$ cat config.mk
export PLATFORM = sky130hd
export DESIGN_NAME = filter_menu_ctrl
export DESIGN_NICKNAME = d
export VERILOG_FILES = /design/src/rtl/filter_menu_ctrl.sv
export SDC_FILE = /design/constraint.sdc
export NUM_CORES = 1
export LEC_CHECK = 0
export ABC_AREA = 1
export BUFFER_PORTS_ARGS = -buffer_cell sky130_fd_sc_hd__buf_2
export CAP_MARGIN = 40
export CELL_PAD_IN_SITES_DETAIL_PLACEMENT = 0
export CELL_PAD_IN_SITES_GLOBAL_PLACEMENT = 1
export CORE_MARGIN = 1
export CORE_UTILIZATION = 39
export CTS_CLUSTER_SIZE = 28
export DETAILED_ROUTE_END_ITERATION = 16
export GPL_ROUTABILITY_DRIVEN = 0
export PLACE_DENSITY = 0.86
export SLEW_MARGIN = 20
export SYNTH_ARGS = -nofsm -noshare
export SYNTH_HDL_FRONTEND = slang
export SYNTH_SLANG_ARGS = --single-unit
$ cat constraint.sdc
create_clock -name clk_in -period 5.37 [get_ports clk_in]
set_clock_uncertainty 0.15 [all_clocks]
set_input_delay 1.611 -clock clk_in [delete_from_list [all_inputs] [get_ports clk_in]]
set_output_delay 1.611 -clock clk_in [all_outputs]
set_load 0.01 [all_outputs]
$ cat src/rtl/filter_menu_ctrl.sv
// Sequencing controller for the six-box filter menu: button edges drive a wrapping cursor,
// the arrow sprite follows at frame boundaries, and confirm hands a filter to the pipeline.
module filter_menu_ctrl #(
    parameter int NUM_FILTERS    = 6,
    parameter int V_ACTIVE       = 768,
    parameter int TIMEOUT_CYCLES = 2_000_000
) (
    input  logic        clk_in,
    input  logic        rst_n_in,
    input  logic        left_in,
    input  logic        right_in,
    input  logic        confirm_in,
    input  logic        back_in,
    input  logic [10:0] hcount_in,
    input  logic [9:0]  vcount_in,
    input  logic        apply_done_in,
    output logic [2:0]  select_out,
    output logic [10:0] arrow_x_out,
    output logic [9:0]  arrow_y_out,
    output logic        use_up_arrow_out,
    output logic        apply_start_out,
    output logic [2:0]  active_filter_out,
    output logic        active_valid_out,
    output logic [1:0]  state_out,
    output logic        error_out
);

    localparam int               CNT_W    = (TIMEOUT_CYCLES > 1) ? $clog2(TIMEOUT_CYCLES) : 1;
    localparam logic [CNT_W-1:0] CNT_LAST = CNT_W'(TIMEOUT_CYCLES - 1);
    localparam logic [CNT_W-1:0] CNT_MAX  = {CNT_W{1'b1}};
    localparam logic [CNT_W-1:0] CNT_ONE  = CNT_W'(1);
    localparam logic [2:0]       LAST_SEL = 3'(NUM_FILTERS - 1);
    localparam logic [9:0]       V_TICK   = 10'(V_ACTIVE);
    localparam logic [9:0]       ARROW_Y  = 10'd334;

    typedef enum logic [1:0] {
        ST_MENU       = 2'd0,
        ST_WAIT_FRAME = 2'd1,
        ST_APPLY      = 2'd2,
        ST_SHOW       = 2'd3
    } state_t;

    // Boxes are laid out three per row; the arrow column repeats for the second row.
    function automatic logic [10:0] arrow_x_of(input logic [2:0] sel);
        case (sel)
            3'd0, 3'd3: arrow_x_of = 11'd120;
            3'd1, 3'd4: arrow_x_of = 11'd460;
            3'd2, 3'd5: arrow_x_of = 11'd800;
            default:    arrow_x_of = 11'd120;
        endcase
    endfunction

    logic             left_prev_r;
    logic             right_prev_r;
    logic             confirm_prev_r;
    logic             back_prev_r;
    logic             left_edge_s;
    logic             right_edge_s;
    logic             confirm_edge_s;
    logic             back_edge_s;
    logic             frame_tick_s;
    logic [2:0]       sel_next_s;
    logic [2:0]       select_r;
    logic [10:0]      arrow_x_r;
    logic [9:0]       arrow_y_r;
    logic             use_up_arrow_r;
    logic             apply_start_r;
    logic [2:0]       active_filter_r;
    logic             active_valid_r;
    logic             error_r;
    state_t           state_r;
    logic [CNT_W-1:0] timeout_cnt_r;

    // Button history; resets high so a button held through reset yields no edge.
    always_ff @(posedge clk_in or negedge rst_n_in) begin
        if (!rst_n_in) begin
            left_prev_r    <= 1'b1;
            right_prev_r   <= 1'b1;
            confirm_prev_r <= 1'b1;
            back_prev_r    <= 1'b1;
        end else begin
            left_prev_r    <= left_in;
            right_prev_r   <= right_in;
            confirm_prev_r <= confirm_in;
            back_prev_r    <= back_in;
        end
    end

    // Rising-edge detection and the frame boundary strobe.
    always_comb begin
        left_edge_s    = left_in & ~left_prev_r;
        right_edge_s   = right_in & ~right_prev_r;
        confirm_edge_s = confirm_in & ~confirm_prev_r;
        back_edge_s    = back_in & ~back_prev_r;
        frame_tick_s   = (hcount_in == 11'd0) && (vcount_in == V_TICK);
    end

    // Wrapping cursor step; simultaneous left and right cancel out.
    always_comb begin
        sel_next_s = select_r;
        if ((state_r == ST_MENU) && (left_edge_s ^ right_edge_s)) begin
            if (right_edge_s) begin
                sel_next_s = (select_r == LAST_SEL) ? 3'd0 : select_r + 3'd1;
            end else begin
                sel_next_s = (select_r == 3'd0) ? LAST_SEL : select_r - 3'd1;
            end
        end else begin
            sel_next_s = select_r;
        end
    end

    // Cursor register.
    always_ff @(posedge clk_in or negedge rst_n_in) begin
        if (!rst_n_in) begin
            select_r <= 3'd0;
        end else begin
            select_r <= sel_next_s;
        end
    end

    // Arrow placement only moves at the frame tick so the sprite never tears.
    always_ff @(posedge clk_in or negedge rst_n_in) begin
        if (!rst_n_in) begin
            arrow_x_r      <= 11'd120;
            arrow_y_r      <= ARROW_Y;
            use_up_arrow_r <= 1'b1;
        end else if (frame_tick_s) begin
            arrow_x_r      <= arrow_x_of(select_r);
            arrow_y_r      <= ARROW_Y;
            use_up_arrow_r <= (select_r < 3'd3);
        end
    end

    // Menu/apply sequencer with start pulse, done handshake and saturating timeout.
    always_ff @(posedge clk_in or negedge rst_n_in) begin
        if (!rst_n_in) begin
            state_r         <= ST_MENU;
            apply_start_r   <= 1'b0;
            active_filter_r <= 3'd0;
            active_valid_r  <= 1'b0;
            error_r         <= 1'b0;
            timeout_cnt_r   <= '0;
        end else begin
            apply_start_r <= 1'b0;
            case (state_r)
                ST_MENU: begin
                    if (confirm_edge_s) begin
                        state_r         <= ST_WAIT_FRAME;
                        active_filter_r <= select_r;
                        error_r         <= 1'b0;
                    end
                end
                ST_WAIT_FRAME: begin
                    if (back_edge_s) begin
                        state_r <= ST_MENU;
                    end else if (frame_tick_s) begin
                        state_r       <= ST_APPLY;
                        apply_start_r <= 1'b1;
                        timeout_cnt_r <= '0;
                    end
                end
                ST_APPLY: begin
                    // Done takes priority over a timeout landing in the same cycle.
                    if (apply_done_in) begin
                        state_r        <= ST_SHOW;
                        active_valid_r <= 1'b1;
                    end else if (timeout_cnt_r == CNT_LAST) begin
                        state_r <= ST_MENU;
                        error_r <= 1'b1;
                    end else if (timeout_cnt_r != CNT_MAX) begin
                        timeout_cnt_r <= timeout_cnt_r + CNT_ONE;
                    end
                end
                ST_SHOW: begin
                    if (back_edge_s) begin
                        state_r        <= ST_MENU;
                        active_valid_r <= 1'b0;
                    end
                end
                default: begin
                    state_r <= ST_MENU;
                end
            endcase
        end
    end

    assign select_out        = select_r;
    assign arrow_x_out       = arrow_x_r;
    assign arrow_y_out       = arrow_y_r;
    assign use_up_arrow_out  = use_up_arrow_r;
    assign apply_start_out   = apply_start_r;
    assign active_filter_out = active_filter_r;
    assign active_valid_out  = active_valid_r;
    assign state_out         = state_r;
    assign error_out         = error_r;

endmodule

==> flow_results.xml, run 1 <==
<?xml version="1.0" encoding="UTF-8"?>
<metrics>
  <group name="global_route">
    <metric name="grt_pass1_vias" unit="">2620</metric>
    <metric name="grt_first_pass_wirelength" unit="um">11530</metric>
    <metric name="grt_start_max_net_pins" unit="">31</metric>
    <metric name="track_usage" unit="%">18.99</metric>
    <metric name="grt_overflow_total" unit="">0</metric>
    <metric name="antenna_found_initial" unit="">0</metric>
  </group>
  <group name="yosys">
    <metric name="synth_warnings" unit="">0</metric>
    <metric name="ys_seq_elements" unit="">43</metric>
    <metric name="synth.yosys.seq_area_share" unit="%">38.12</metric>
    <metric name="total_standard_cell_area_after_synthesis" unit="mm2">0.002849</metric>
    <metric name="synthesis.instances" unit="">420</metric>
    <metric name="yosys.cell_types.count" unit="">35</metric>
    <metric name="post_synth.cell_area_avg" unit="um2">6.783</metric>
  </group>
  <group name="timing">
    <metric name="setup_viol" unit="">0</metric>
    <metric name="min_period_over_period" unit="%">62.06</metric>
    <metric name="worst_case_setup_margin_in_the_final_layout" unit="ps">2037</metric>
    <metric name="fmax" unit="MHz">300.1</metric>
    <metric name="tmin_final" unit="ps">3333</metric>
    <metric name="setup-tns-final" unit="ps">0</metric>
    <metric name="timing.slew.headroom" unit="%">60.32</metric>
    <metric name="worstMarginPinSlew" unit="ps">593.5</metric>
    <metric name="rsz_0062_raised_after_global_routing" unit="">false</metric>
    <metric name="final_hold_viol_count" unit="">0</metric>
    <metric name="slew_viol_final" unit="">0</metric>
  </group>
  <group name="die">
    <metric name="io-pin-count" unit="">61</metric>
    <metric name="design.die.area" unit="mm2">0.007651</metric>
    <metric name="core_region_area" unit="mm2">0.006907</metric>
    <metric name="start_util" unit="%">41.25</metric>
    <metric name="die_h" unit="um">87.47</metric>
    <metric name="die-width" unit="um">87.47</metric>
    <metric name="std_cell_rows" unit="">30</metric>
  </group>
  <group name="clock_tree">
    <metric name="cts_max_level" unit="">2</metric>
    <metric name="cts_max_path_buffers" unit="">2</metric>
    <metric name="post_cts_setup_repair_bufs" unit="">0</metric>
    <metric name="cts_buffers" unit="">5</metric>
    <metric name="cts_tree" unit="">done</metric>
    <metric name="post_cts_sizing_count" unit="">0</metric>
    <metric name="cts-root-buf" unit="">sky130_fd_sc_hd__clkbuf_8</metric>
    <metric name="worst_skew_pair.late_latency" unit="ps">300</metric>
    <metric name="post_cts_hold_buffer_count" unit="">0</metric>
    <metric name="clock-sinks" unit="">43</metric>
    <metric name="cts.clk_slew.worst_paths" unit="ps">90</metric>
  </group>
  <group name="critical_path">
    <metric name="reg2regPathDepth" unit="">9</metric>
    <metric name="timing.critical_path.from" unit="">hcount_in[1]</metric>
    <metric name="timing.reg2reg.setup_slack" unit="ps">2930</metric>
    <metric name="cpMaxStageDelayCell" unit="">sky130_fd_sc_hd__nand3_2</metric>
    <metric name="worst-endpoint-arrival" unit="ps">3370</metric>
    <metric name="start_kind" unit="">primary input</metric>
    <metric name="worst_ep_required_time" unit="ps">5410</metric>
    <metric name="r2r-start" unit="">timeout_cnt_r[0]$_DFFE_PN0P_</metric>
    <metric name="crit_chain" unit="">buf_2 -&gt; or2_2 -&gt; nor2_2 -&gt; nand4_1 -&gt; nand2_1 -&gt; nand3_2 -&gt; nand2_1 -&gt; nand2_1</metric>
    <metric name="cp-endpoint" unit="">timeout_cnt_r[12]$_DFFE_PN0P_</metric>
    <metric name="worst_path_most_repeated_cell" unit="">sky130_fd_sc_hd__nand2_1</metric>
    <metric name="critical-path-max-stage-delay" unit="ps">480</metric>
    <metric name="highest_net_fanout_along_the_worst_path" unit="">21</metric>
    <metric name="reg2reg_to" unit="">timeout_cnt_r[16]$_DFFE_PN0P_</metric>
    <metric name="endpoint_kind" unit="">flip-flop</metric>
    <metric name="timing.setup.critical_path_class" unit="">in -&gt; reg</metric>
  </group>
  <group name="placed_design">
    <metric name="detailedPlace.worstSlack" unit="ps">1699</metric>
    <metric name="dp.final_hpwl" unit="um">5088</metric>
    <metric name="input_output_buffers" unit="">47</metric>
  </group>
  <group name="route">
    <metric name="avgRoutedWirePerCell" unit="um">11.84</metric>
    <metric name="routed-via-count" unit="">2724</metric>
    <metric name="via_per_inst" unit="">4.864</metric>
    <metric name="remaining_drc_errors" unit="">0</metric>
    <metric name="final_antenna_net_count" unit="">0</metric>
    <metric name="wirelength" unit="um">6631</metric>
    <metric name="drt_pre_antenna_iters" unit="">4</metric>
    <metric name="drt_iter0_markers" unit="">152</metric>
  </group>
  <group name="outcome">
    <metric name="status" unit="">completed</metric>
  </group>
  <group name="power_and_ir_drop">
    <metric name="p_int" unit="uW">615.5</metric>
    <metric name="worst_ir_drop_vdd" unit="mV">0.2649</metric>
    <metric name="switching_fraction_of_total_power" unit="%">41.97</metric>
    <metric name="p_sw" unit="uW">445.2</metric>
    <metric name="static-leakage-power" unit="nW">1.617</metric>
    <metric name="power-per-cell-area" unit="mW/mm2">329.7</metric>
    <metric name="p_clk_share" unit="%">25.0</metric>
    <metric name="share_comb_of_total_power" unit="%">37.0</metric>
    <metric name="seq_power_share" unit="%">38.0</metric>
  </group>
  <group name="final_layout">
    <metric name="share_of_cells_above_drive_strength_1" unit="%">17.67</metric>
    <metric name="filler_cell_count" unit="">749</metric>
    <metric name="antenna-diode-count" unit="">0</metric>
    <metric name="number_of_nets_at_the_end_of_the_flow" unit="">493</metric>
    <metric name="layout-area-overhead-vs-synth" unit="%">12.91</metric>
  </group>
  <group name="min_path">
    <metric name="hold_class" unit="">reg -&gt; reg</metric>
  </group>
  <group name="job">
    <metric name="drv.max_cap_violation_count" unit="">0</metric>
  </group>
</metrics>
-- registers in the layout, indices dropped and copies added (netlist names) --
signal and flops:
left_prev_r 1, back_prev_r 1, right_prev_r 1, error_out 1, timeout_cnt_r 21, apply_start_out 1, confirm_prev_r 1, select_out 3
arrow_x_out 6, use_up_arrow_out 1, state_out 2, active_filter_out 3, active_valid_out 1
-- critical path: cells and delay by family --
family	cells	cell delay (ps)
buffers and inverters	1	90
AND/OR/NAND/NOR	7	1650
-- power by group through the flow --
stage / sequential (mW) / clock [mW] / combinational, mW
2_1_floorplan: 0.413 / 0 / 0.296
3_3_place_gp: 0.408 / 0 / 0.385
3_5_place_dp: 0.409 / 0 / 0.396
4_1_cts: 0.403 / 0.274 / 0.399
5_1_grt: 0.411 / 0.285 / 0.448
6_report: 0.403 / 0.265 / 0.392
-- placed cells by master (no fill, tap or decap), types with 3 or more instances in the layout --
cell	count
sky130_fd_sc_hd__nor2_1	69
sky130_fd_sc_hd__nand2_1	129
sky130_fd_sc_hd__nand3_2	3
sky130_fd_sc_hd__nor2_2	3
sky130_fd_sc_hd__nor2_4	3
sky130_fd_sc_hd__clkbuf_8	5
sky130_fd_sc_hd__a21oi_1	10
sky130_fd_sc_hd__nand4_1	22
sky130_fd_sc_hd__nor3_1	8
sky130_fd_sc_hd__dfstp_2	8
sky130_fd_sc_hd__nand3_1	19
sky130_fd_sc_hd__o21ai_0	21
sky130_fd_sc_hd__buf_2	47
sky130_fd_sc_hd__nand2_2	4
sky130_fd_sc_hd__dfrtp_1	35
sky130_fd_sc_hd__inv_1	40
sky130_fd_sc_hd__conb_1	13
-- worst min path at each step --
stage                            startpoint                            to  slack [ps]  cells past startpoint
2_1_floorplan  timeout_cnt_r[1]$_DFFE_PN0P_  timeout_cnt_r[1]$_DFFE_PN0P_         320                      2
3_3_place_gp     arrow_x_out[4]$_DFFE_PN1P_    arrow_x_out[4]$_DFFE_PN1P_         310                      2
3_5_place_dp     arrow_x_out[6]$_DFFE_PN1P_    arrow_x_out[6]$_DFFE_PN1P_         320                      2
4_1_cts          arrow_x_out[6]$_DFFE_PN1P_    arrow_x_out[6]$_DFFE_PN1P_         330                      2
5_1_grt          arrow_x_out[6]$_DFFE_PN1P_    arrow_x_out[6]$_DFFE_PN1P_         340                      2
6_report         arrow_x_out[6]$_DFFE_PN1P_    arrow_x_out[6]$_DFFE_PN1P_         330                      2
-- final cells by class --
type	instances	area [um2]	area share, %
clock buffers	5	68.82	2.139
inverters	43	161.4	5.018
clock inverters	3	46.29	1.439
multi-input cells	322	1479	45.97
flip-flops and latches	43	1086	33.76
well taps	96	120.1	3.734
repair buffers	48	255.2	7.935
-- Yosys cell counts --
| cell | n | area share [%] |
|---|---|---|
| sky130_fd_sc_hd__nand2_1 | 129 | 17 |
| sky130_fd_sc_hd__nand2_2 | 4 | 0.88 |
| sky130_fd_sc_hd__nor4_1 | 1 | 0.22 |
| sky130_fd_sc_hd__nand4_1 | 22 | 4.8 |
| sky130_fd_sc_hd__conb_1 | 2 | 0.26 |
| sky130_fd_sc_hd__nand3b_1 | 2 | 0.53 |
| sky130_fd_sc_hd__nand3_1 | 19 | 3.3 |
| sky130_fd_sc_hd__dfstp_2 | 8 | 7.4 |
| sky130_fd_sc_hd__buf_4 | 15 | 4.0 |
| sky130_fd_sc_hd__nor2_4 | 3 | 1.2 |
| sky130_fd_sc_hd__buf_6 | 2 | 0.79 |
| sky130_fd_sc_hd__nor3_4 | 1 | 0.57 |
| sky130_fd_sc_hd__nor2_2 | 3 | 0.66 |
| sky130_fd_sc_hd__mux2i_1 | 1 | 0.35 |
| sky130_fd_sc_hd__nor3b_1 | 1 | 0.26 |
| sky130_fd_sc_hd__clkbuf_1 | 1 | 0.13 |
| sky130_fd_sc_hd__inv_1 | 40 | 5.3 |
| sky130_fd_sc_hd__a21oi_1 | 10 | 1.8 |
| sky130_fd_sc_hd__o21a_1 | 1 | 0.26 |
| sky130_fd_sc_hd__clkinv_1 | 1 | 0.13 |
| sky130_fd_sc_hd__buf_2 | 5 | 0.88 |
| sky130_fd_sc_hd__a31oi_1 | 1 | 0.22 |
| sky130_fd_sc_hd__nand3_2 | 3 | 1.1 |
| sky130_fd_sc_hd__o21ai_1 | 1 | 0.18 |
| sky130_fd_sc_hd__dfrtp_1 | 35 | 31 |
| sky130_fd_sc_hd__xor2_1 | 2 | 0.61 |
| sky130_fd_sc_hd__inv_2 | 2 | 0.26 |
| sky130_fd_sc_hd__and3_1 | 1 | 0.22 |
| sky130_fd_sc_hd__ha_1 | 2 | 0.88 |
| sky130_fd_sc_hd__o21ai_0 | 21 | 3.7 |
| sky130_fd_sc_hd__or2_2 | 1 | 0.22 |
| sky130_fd_sc_hd__nor3_1 | 8 | 1.4 |
| sky130_fd_sc_hd__nor2_1 | 69 | 9.1 |
| sky130_fd_sc_hd__o211ai_1 | 2 | 0.53 |
| sky130_fd_sc_hd__and2_2 | 1 | 0.26 |
-- through the flow --
stage	instances	cell area (um2)	total power, mW	hold WS [ps]	utilization, %
2_1_floorplan	431	2890	0.7086	316.8	-
3_3_place_gp	551	3082	0.7933	311.0	44.62
3_5_place_dp	552	3102	0.8059	318.0	44.91
4_1_cts	560	3217	1.076	334.2	46.58
5_1_grt	560	3217	1.145	339.6	46.58
6_report	560	3217	1.061	331.0	46.58
-- metal layers --
layer / up-vias / track usage, % / part of all wire, %
li1: 1396 / - / -
met1: 1256 / 24.38 / 47
met2: 69 / 32.81 / 47
met3: 3 / 3.412 / 4.7
met4: 0 / 4.918 / 0.41
met5: - / 0 / 0
-- cell families (layout without fill, tap and decap cells) --
group	Yosys count	count (layout)	share of synthesized area [%]
simple gates	268	268	41.72
buf+inv	66	99	11.42
flops	43	43	38.12
compound gates	36	36	6.631
fa+ha+maj	2	2	0.8782
other cells	2	13	0.2636
xor+xnor	2	2	0.6150
mux	1	1	0.3514
Power figures use the tool's default switching activity.
==> inputs of run 2 (changes only) <==
CORE_UTILIZATION = 35   (was 39)
PLACE_DENSITY = 0.82   (was 0.86)
clock period = 3 ns   (was 5.37 ns; I/O delays follow)
==> run 2 against run 1 <==
Compared with the run above:
- cell count is 1.6% higher
- first-iteration DRC count is 9.2% lower
- hold slack worse by 3.2 ps
- routed wire length is 2.0% higher
- die area is 11% higher
- highest routed layer unchanged
==> flow_results.xml, run 2 (synthesis results as in run 1) <==
<?xml version="1.0" encoding="UTF-8"?>
<metrics>
  <group name="global_route">
    <metric name="grt_first_pass_wirelength" unit="um">11670</metric>
    <metric name="grt_pass1_vias" unit="">2548</metric>
    <metric name="grt_start_max_net_pins" unit="">22</metric>
    <metric name="track_usage" unit="%">17.10</metric>
    <metric name="grt_overflow_total" unit="">0</metric>
    <metric name="antenna_found_initial" unit="">0</metric>
  </group>
  <group name="min_path">
    <metric name="hold_class" unit="">reg -&gt; reg</metric>
  </group>
  <group name="placed_design">
    <metric name="dp.final_hpwl" unit="um">5095</metric>
    <metric name="area_after_dpl" unit="mm2">0.003119</metric>
    <metric name="detailedPlace.worstSlack" unit="ps">368.1</metric>
    <metric name="input_output_buffers" unit="">47</metric>
  </group>
  <group name="die">
    <metric name="design.die.area" unit="mm2">0.008505</metric>
    <metric name="die_h" unit="um">92.22</metric>
    <metric name="io-pin-count" unit="">61</metric>
    <metric name="std_cell_rows" unit="">32</metric>
    <metric name="core_region_area" unit="mm2">0.007807</metric>
    <metric name="die-width" unit="um">92.22</metric>
    <metric name="start_util" unit="%">36.49</metric>
  </group>
  <group name="power_and_ir_drop">
    <metric name="power-per-cell-area" unit="mW/mm2">610.7</metric>
    <metric name="power" unit="mW">1.988</metric>
    <metric name="worst_ir_drop_vdd" unit="mV">0.3402</metric>
    <metric name="static-leakage-power" unit="nW">1.636</metric>
  </group>
  <group name="route">
    <metric name="wirelength" unit="um">6762</metric>
    <metric name="avgRoutedWirePerCell" unit="um">11.88</metric>
    <metric name="drt_iter0_markers" unit="">138</metric>
    <metric name="routed-via-count" unit="">2703</metric>
    <metric name="drt_pre_antenna_iters" unit="">4</metric>
    <metric name="via_per_inst" unit="">4.750</metric>
    <metric name="final_antenna_net_count" unit="">0</metric>
    <metric name="remaining_drc_errors" unit="">0</metric>
  </group>
  <group name="final_layout">
    <metric name="share_of_cells_above_drive_strength_1" unit="%">18.20</metric>
    <metric name="number_of_nets_at_the_end_of_the_flow" unit="">496</metric>
    <metric name="largest_reg_flops" unit="">21</metric>
    <metric name="finish.instance_area" unit="mm2">0.003256</metric>
    <metric name="layout.cells.most_common" unit="">sky130_fd_sc_hd__nand2_1</metric>
    <metric name="layout.cells.most_common_list" unit="">129 x sky130_fd_sc_hd__nand2_1, 69 x sky130_fd_sc_hd__nor2_1, 47 x sky130_fd_sc_hd__buf_2, 40 x sky130_fd_sc_hd__inv_1, 35 x sky130_fd_sc_hd__dfrtp_1</metric>
    <metric name="largest-register" unit="">timeout_cnt_r</metric>
    <metric name="antenna-diode-count" unit="">0</metric>
    <metric name="layout-area-overhead-vs-synth" unit="%">14.27</metric>
  </group>
  <group name="timing">
    <metric name="hold_ws" unit="ps">327.8</metric>
    <metric name="rsz_0062_raised_after_global_routing" unit="">false</metric>
    <metric name="fmax" unit="MHz">434.7</metric>
    <metric name="slew_viol_final" unit="">0</metric>
    <metric name="timing.slew.headroom" unit="%">65.17</metric>
    <metric name="setup_viol" unit="">0</metric>
    <metric name="worst_case_setup_margin_in_the_final_layout" unit="ps">699.7</metric>
    <metric name="worstMarginPinSlew" unit="ps">522.5</metric>
    <metric name="setup-tns-final" unit="ps">0</metric>
    <metric name="final_hold_viol_count" unit="">0</metric>
    <metric name="min_period_over_period" unit="%">76.68</metric>
    <metric name="tmin_final" unit="ps">2300</metric>
  </group>
  <group name="clock_tree">
    <metric name="clock-sinks" unit="">43</metric>
    <metric name="cts_buffers" unit="">5</metric>
    <metric name="cts_tree" unit="">done</metric>
    <metric name="post_cts_setup_repair_bufs" unit="">0</metric>
    <metric name="post_cts_sizing_count" unit="">0</metric>
    <metric name="cts_max_path_buffers" unit="">2</metric>
    <metric name="worst_skew_pair.late_latency" unit="ps">310</metric>
    <metric name="cts_max_level" unit="">2</metric>
    <metric name="cts.clk_slew.worst_paths" unit="ps">80</metric>
    <metric name="cts-root-buf" unit="">sky130_fd_sc_hd__clkbuf_8</metric>
    <metric name="post_cts_hold_buffer_count" unit="">0</metric>
  </group>
  <group name="critical_path">
    <metric name="start_kind" unit="">primary input</metric>
    <metric name="worst-endpoint-arrival" unit="ps">2340</metric>
    <metric name="highest_net_fanout_along_the_worst_path" unit="">21</metric>
    <metric name="endpoint_kind" unit="">flip-flop</metric>
    <metric name="timing.setup.critical_path_class" unit="">in -&gt; reg</metric>
    <metric name="worst_ep_required_time" unit="ps">3040</metric>
  </group>
  <group name="outcome">
    <metric name="status" unit="">completed</metric>
  </group>
  <group name="job">
    <metric name="drv.max_cap_violation_count" unit="">0</metric>
  </group>
</metrics>
## run 2: cell types whose count changed in the layout (fill, tap and decap cells not counted)
| cell | previous run | this run |
|---|---|---|
| sky130_fd_sc_hd__buf_4 | 0 | 4 |
| sky130_fd_sc_hd__buf_12 | 1 | 0 |
| sky130_fd_sc_hd__inv_6 | 1 | 0 |
| sky130_fd_sc_hd__bufinv_16 | 1 | 2 |
## run 2: through the flow
step	utilization [%]	std cells
6_report	41.70	569
5_1_grt	41.70	569
4_1_cts	41.70	569
3_5_place_dp	39.95	561
3_3_place_gp	39.95	561
2_1_floorplan	-	431
## run 2: final timing paths
check                                             start                            to  slack, ps  cells past startpoint
max                                        hcount_in[1]  timeout_cnt_r[0]$_DFFE_PN0P_        700                      8
min                          arrow_x_out[6]$_DFFE_PN1P_    arrow_x_out[6]$_DFFE_PN1P_        330                      2
max reg2reg                timeout_cnt_r[0]$_DFFE_PN0P_  timeout_cnt_r[0]$_DFFE_PN0P_        720                      9
min reg2reg                  arrow_x_out[6]$_DFFE_PN1P_    arrow_x_out[6]$_DFFE_PN1P_        330                      2
max in group asynchronous                      rst_n_in         left_prev_r$_DFF_PN1_       1650                      2
min in group asynchronous                      rst_n_in  timeout_cnt_r[5]$_DFFE_PN0P_        400                      1
## run 2: report_power, final
group / leakage [nW] / total, mW / switching, mW / internal, mW
registers: 0.556 / 0.721 / 0.0732 / 0.648
clock network: 0.0644 / 0.553 / 0.221 / 0.332
logic: 1.01 / 0.715 / 0.502 / 0.212
total: 1.64 / 1.99 / 0.796 / 1.19
## run 2: metal layers
| metal | track usage [%] | part of all wire (%) | vias to the layer above |
|---|---|---|---|
| met4 | 5.599 | 1.7 | 0 |
| li1 | - | - | 1402 |
| met3 | 4.312 | 7.0 | 12 |
| met1 | 22.40 | 46 | 1198 |
| met5 | 0 | 0 | - |
| met2 | 27.49 | 45 | 91 |
## run 2: cell type report
type	instances	area [um2]
Fill cell	833	4552
Clock inverter	3	67.56
Timing Repair Buffer	51	265.3
Tap cell	102	127.6
Multi-Input combinational cell	322	1479
Clock buffer	5	68.82
Inverter	43	161.4
Sequential cell	43	1086
## run 2: worst max-delay path, cell delays in order
cell and delay, ps:
sky130_fd_sc_hd__buf_2 90, sky130_fd_sc_hd__or2_2 290, sky130_fd_sc_hd__nor2_2 160, sky130_fd_sc_hd__nand4_1 130, sky130_fd_sc_hd__nand2_1 130, sky130_fd_sc_hd__nand3_2 400
sky130_fd_sc_hd__nand2_1 180, sky130_fd_sc_hd__nand2_1 60
==> inputs of run 3 (changes only) <==
CORE_UTILIZATION = 38   (was 35)
PLACE_DENSITY = 0.84   (was 0.82)
clock period = 2.25 ns   (was 3 ns; I/O delays follow)
==> run 3 against run 2 <==
Compared with the run above:
- via count increased by 0.22%
- sequential power increased by 33%
- combinational power increased by 44%
- die area decreased by 7.7%
- critical endpoint is now timeout_cnt_r[18]$_DFFE_PN0P_
- first-iteration DRC count increased by 2.2%
- worst setup slack got worse by 460 ps
- critical path depth unchanged
- flip-flop and latch count unchanged
==> flow_results.xml, run 3 (synthesis results as in run 1) <==
<?xml version="1.0" encoding="UTF-8"?>
<metrics>
  <group name="outcome">
    <metric name="status" unit="">completed</metric>
  </group>
  <group name="final_layout">
    <metric name="layout.cells.most_common" unit="">sky130_fd_sc_hd__nand2_1</metric>
    <metric name="layout.cells.most_common_list" unit="">129 x sky130_fd_sc_hd__nand2_1, 69 x sky130_fd_sc_hd__nor2_1, 47 x sky130_fd_sc_hd__buf_2, 40 x sky130_fd_sc_hd__inv_1, 35 x sky130_fd_sc_hd__dfrtp_1</metric>
    <metric name="share_of_cells_above_drive_strength_1" unit="%">19.45</metric>
    <metric name="filler_cell_count" unit="">766</metric>
    <metric name="multi_input_area" unit="mm2">0.001484</metric>
    <metric name="largest_reg_flops" unit="">21</metric>
    <metric name="layout-area-overhead-vs-synth" unit="%">14.80</metric>
    <metric name="antenna-diode-count" unit="">0</metric>
    <metric name="number_of_nets_at_the_end_of_the_flow" unit="">502</metric>
    <metric name="largest-register" unit="">timeout_cnt_r</metric>
    <metric name="final-seq-area" unit="mm2">0.001086</metric>
  </group>
  <group name="timing">
    <metric name="setup_viol" unit="">0</metric>
    <metric name="tmin_final" unit="ps">2011</metric>
    <metric name="setup-tns-final" unit="ps">0</metric>
    <metric name="hold_ws" unit="ps">175.6</metric>
    <metric name="final_hold_viol_count" unit="">0</metric>
    <metric name="fmax" unit="MHz">497.3</metric>
    <metric name="rsz_0062_raised_after_global_routing" unit="">false</metric>
    <metric name="min_period_over_period" unit="%">89.38</metric>
    <metric name="slew_viol_final" unit="">0</metric>
    <metric name="worst_case_setup_margin_in_the_final_layout" unit="ps">239.0</metric>
  </group>
  <group name="critical_path">
    <metric name="timing.reg2reg.setup_slack" unit="ps">240</metric>
    <metric name="start_kind" unit="">flip-flop</metric>
    <metric name="highest_net_fanout_along_the_worst_path" unit="">6</metric>
    <metric name="worst-endpoint-arrival" unit="ps">2110</metric>
    <metric name="endpoint_kind" unit="">flip-flop</metric>
    <metric name="worst_ep_required_time" unit="ps">2350</metric>
    <metric name="timing.setup.critical_path_class" unit="">reg -&gt; reg</metric>
  </group>
  <group name="route">
    <metric name="remaining_drc_errors" unit="">0</metric>
    <metric name="met3RoutedLength" unit="um">388</metric>
    <metric name="topRoutingLayerUsed" unit="">met4</metric>
    <metric name="wirelength" unit="um">6677</metric>
    <metric name="met2_length" unit="um">2964</metric>
    <metric name="via_per_inst" unit="">4.736</metric>
    <metric name="final_antenna_net_count" unit="">0</metric>
    <metric name="drt_pre_antenna_iters" unit="">4</metric>
    <metric name="met1_layer_wirelength_in_the_final_routing" unit="um">3191</metric>
    <metric name="routed-via-count" unit="">2709</metric>
    <metric name="avgRoutedWirePerCell" unit="um">11.67</metric>
    <metric name="drt_iter0_markers" unit="">141</metric>
  </group>
  <group name="clock_tree">
    <metric name="cts.clk_slew.worst_paths" unit="ps">90</metric>
    <metric name="clock-sinks" unit="">43</metric>
    <metric name="cts_tree" unit="">done</metric>
    <metric name="post_cts_setup_repair_bufs" unit="">0</metric>
    <metric name="cts_max_path_buffers" unit="">2</metric>
    <metric name="cts-root-buf" unit="">sky130_fd_sc_hd__clkbuf_8</metric>
    <metric name="cts_max_level" unit="">2</metric>
    <metric name="cts_buffers" unit="">5</metric>
    <metric name="worst_skew_pair.late_latency" unit="ps">300</metric>
  </group>
  <group name="die">
    <metric name="die-width" unit="um">88.59</metric>
    <metric name="io-pin-count" unit="">61</metric>
    <metric name="core_region_area" unit="mm2">0.007253</metric>
    <metric name="std_cell_rows" unit="">31</metric>
    <metric name="start_util" unit="%">39.28</metric>
    <metric name="die_h" unit="um">88.59</metric>
    <metric name="design.die.area" unit="mm2">0.007847</metric>
  </group>
  <group name="power_and_ir_drop">
    <metric name="worst_ir_drop_vdd" unit="mV">0.4798</metric>
    <metric name="static-leakage-power" unit="nW">1.646</metric>
    <metric name="power" unit="mW">2.517</metric>
    <metric name="power-per-cell-area" unit="mW/mm2">769.5</metric>
  </group>
  <group name="placed_design">
    <metric name="input_output_buffers" unit="">47</metric>
    <metric name="detailedPlace.worstSlack" unit="ps">35.45</metric>
    <metric name="dp.final_hpwl" unit="um">5078</metric>
  </group>
  <group name="global_route">
    <metric name="antenna_found_initial" unit="">0</metric>
    <metric name="grt_first_pass_wirelength" unit="um">11410</metric>
    <metric name="track_usage" unit="%">18.61</metric>
    <metric name="grt_start_max_net_pins" unit="">44</metric>
    <metric name="grt_pass1_vias" unit="">2549</metric>
    <metric name="grt_overflow_total" unit="">0</metric>
  </group>
  <group name="job">
    <metric name="drv.max_cap_violation_count" unit="">0</metric>
  </group>
  <group name="min_path">
    <metric name="hold_class" unit="">in -&gt; async</metric>
  </group>
</metrics>
run 3: cell types whose count changed in the layout (fill, tap and decap cells not counted):
cell	change
sky130_fd_sc_hd__buf_12	+1
sky130_fd_sc_hd__buf_4	+5
sky130_fd_sc_hd__bufinv_16	-2
sky130_fd_sc_hd__clkinvlp_4	+1
sky130_fd_sc_hd__inv_6	+1
sky130_fd_sc_hd__nand3_1	-1
sky130_fd_sc_hd__nand3_2	+1
run 3: layout make-up:
type,count,area share (%)
clock buffers,5,2.104
clock inverters,3,0.7269
inverters,43,4.935
multi-input cells,322,45.37
flip-flops and latches,43,33.21
well taps,99,3.787
repair buffers,57,9.870
run 3: path summary, 6_finish.rpt:
path | startpoint | to | cells after the start
setup / recovery | timeout_cnt_r[0]$_DFFE_PN0P_ | timeout_cnt_r[18]$_DFFE_PN0P_ | 8
hold / removal | rst_n_in | timeout_cnt_r[8]$_DFFE_PN0P_ | 2
setup reg to reg | timeout_cnt_r[0]$_DFFE_PN0P_ | timeout_cnt_r[18]$_DFFE_PN0P_ | 8
hold reg to reg | arrow_x_out[4]$_DFFE_PN1P_ | arrow_x_out[4]$_DFFE_PN1P_ | 2
max in group asynchronous | rst_n_in | confirm_prev_r$_DFF_PN1_ | 2
min in group clk_in | left_in | left_prev_r$_DFF_PN1_ | 1
run 3: where the power goes:
group / total, mW / internal (mW) / switching [mW]
registers: 0.959 / 0.863 / 0.0958
logic: 1.03 / 0.350 / 0.681
clock network: 0.527 / 0.223 / 0.304
run 3: repair_timing:
action / 4_1_cts / 5_1_grt
gates resized for setup: 0 / 1
hold buffers: 0 / 0
setup endpoints to repair: 0 / 1
run 3: stage by stage:
step                      utilization [%]  instances  area, um2
final                               45.09        572       3271
after global routing                45.09        572       3271
after CTS                           45.02        572       3266
after detailed placement            43.75        564       3173
after global placement              43.75        564       3173
after floorplan                         -        431       2890
run 3: critical path: stages (launching register included):
cell and delay, ps:
sky130_fd_sc_hd__dfrtp_1 400, sky130_fd_sc_hd__ha_1 210, sky130_fd_sc_hd__nand3_1 200, sky130_fd_sc_hd__nor2_1 380, sky130_fd_sc_hd__nand4_1 220, sky130_fd_sc_hd__xor2_1 190, sky130_fd_sc_hd__nor2_1 90, sky130_fd_sc_hd__nand2_1 60
sky130_fd_sc_hd__nand2_1 60
run 3: per-layer routing:
metal  track usage [%]  up-vias
li1                  -     1418
met1             24.78     1180
met2             30.07       95
met3             3.825       16
met4             6.452        0
met5                 0        -
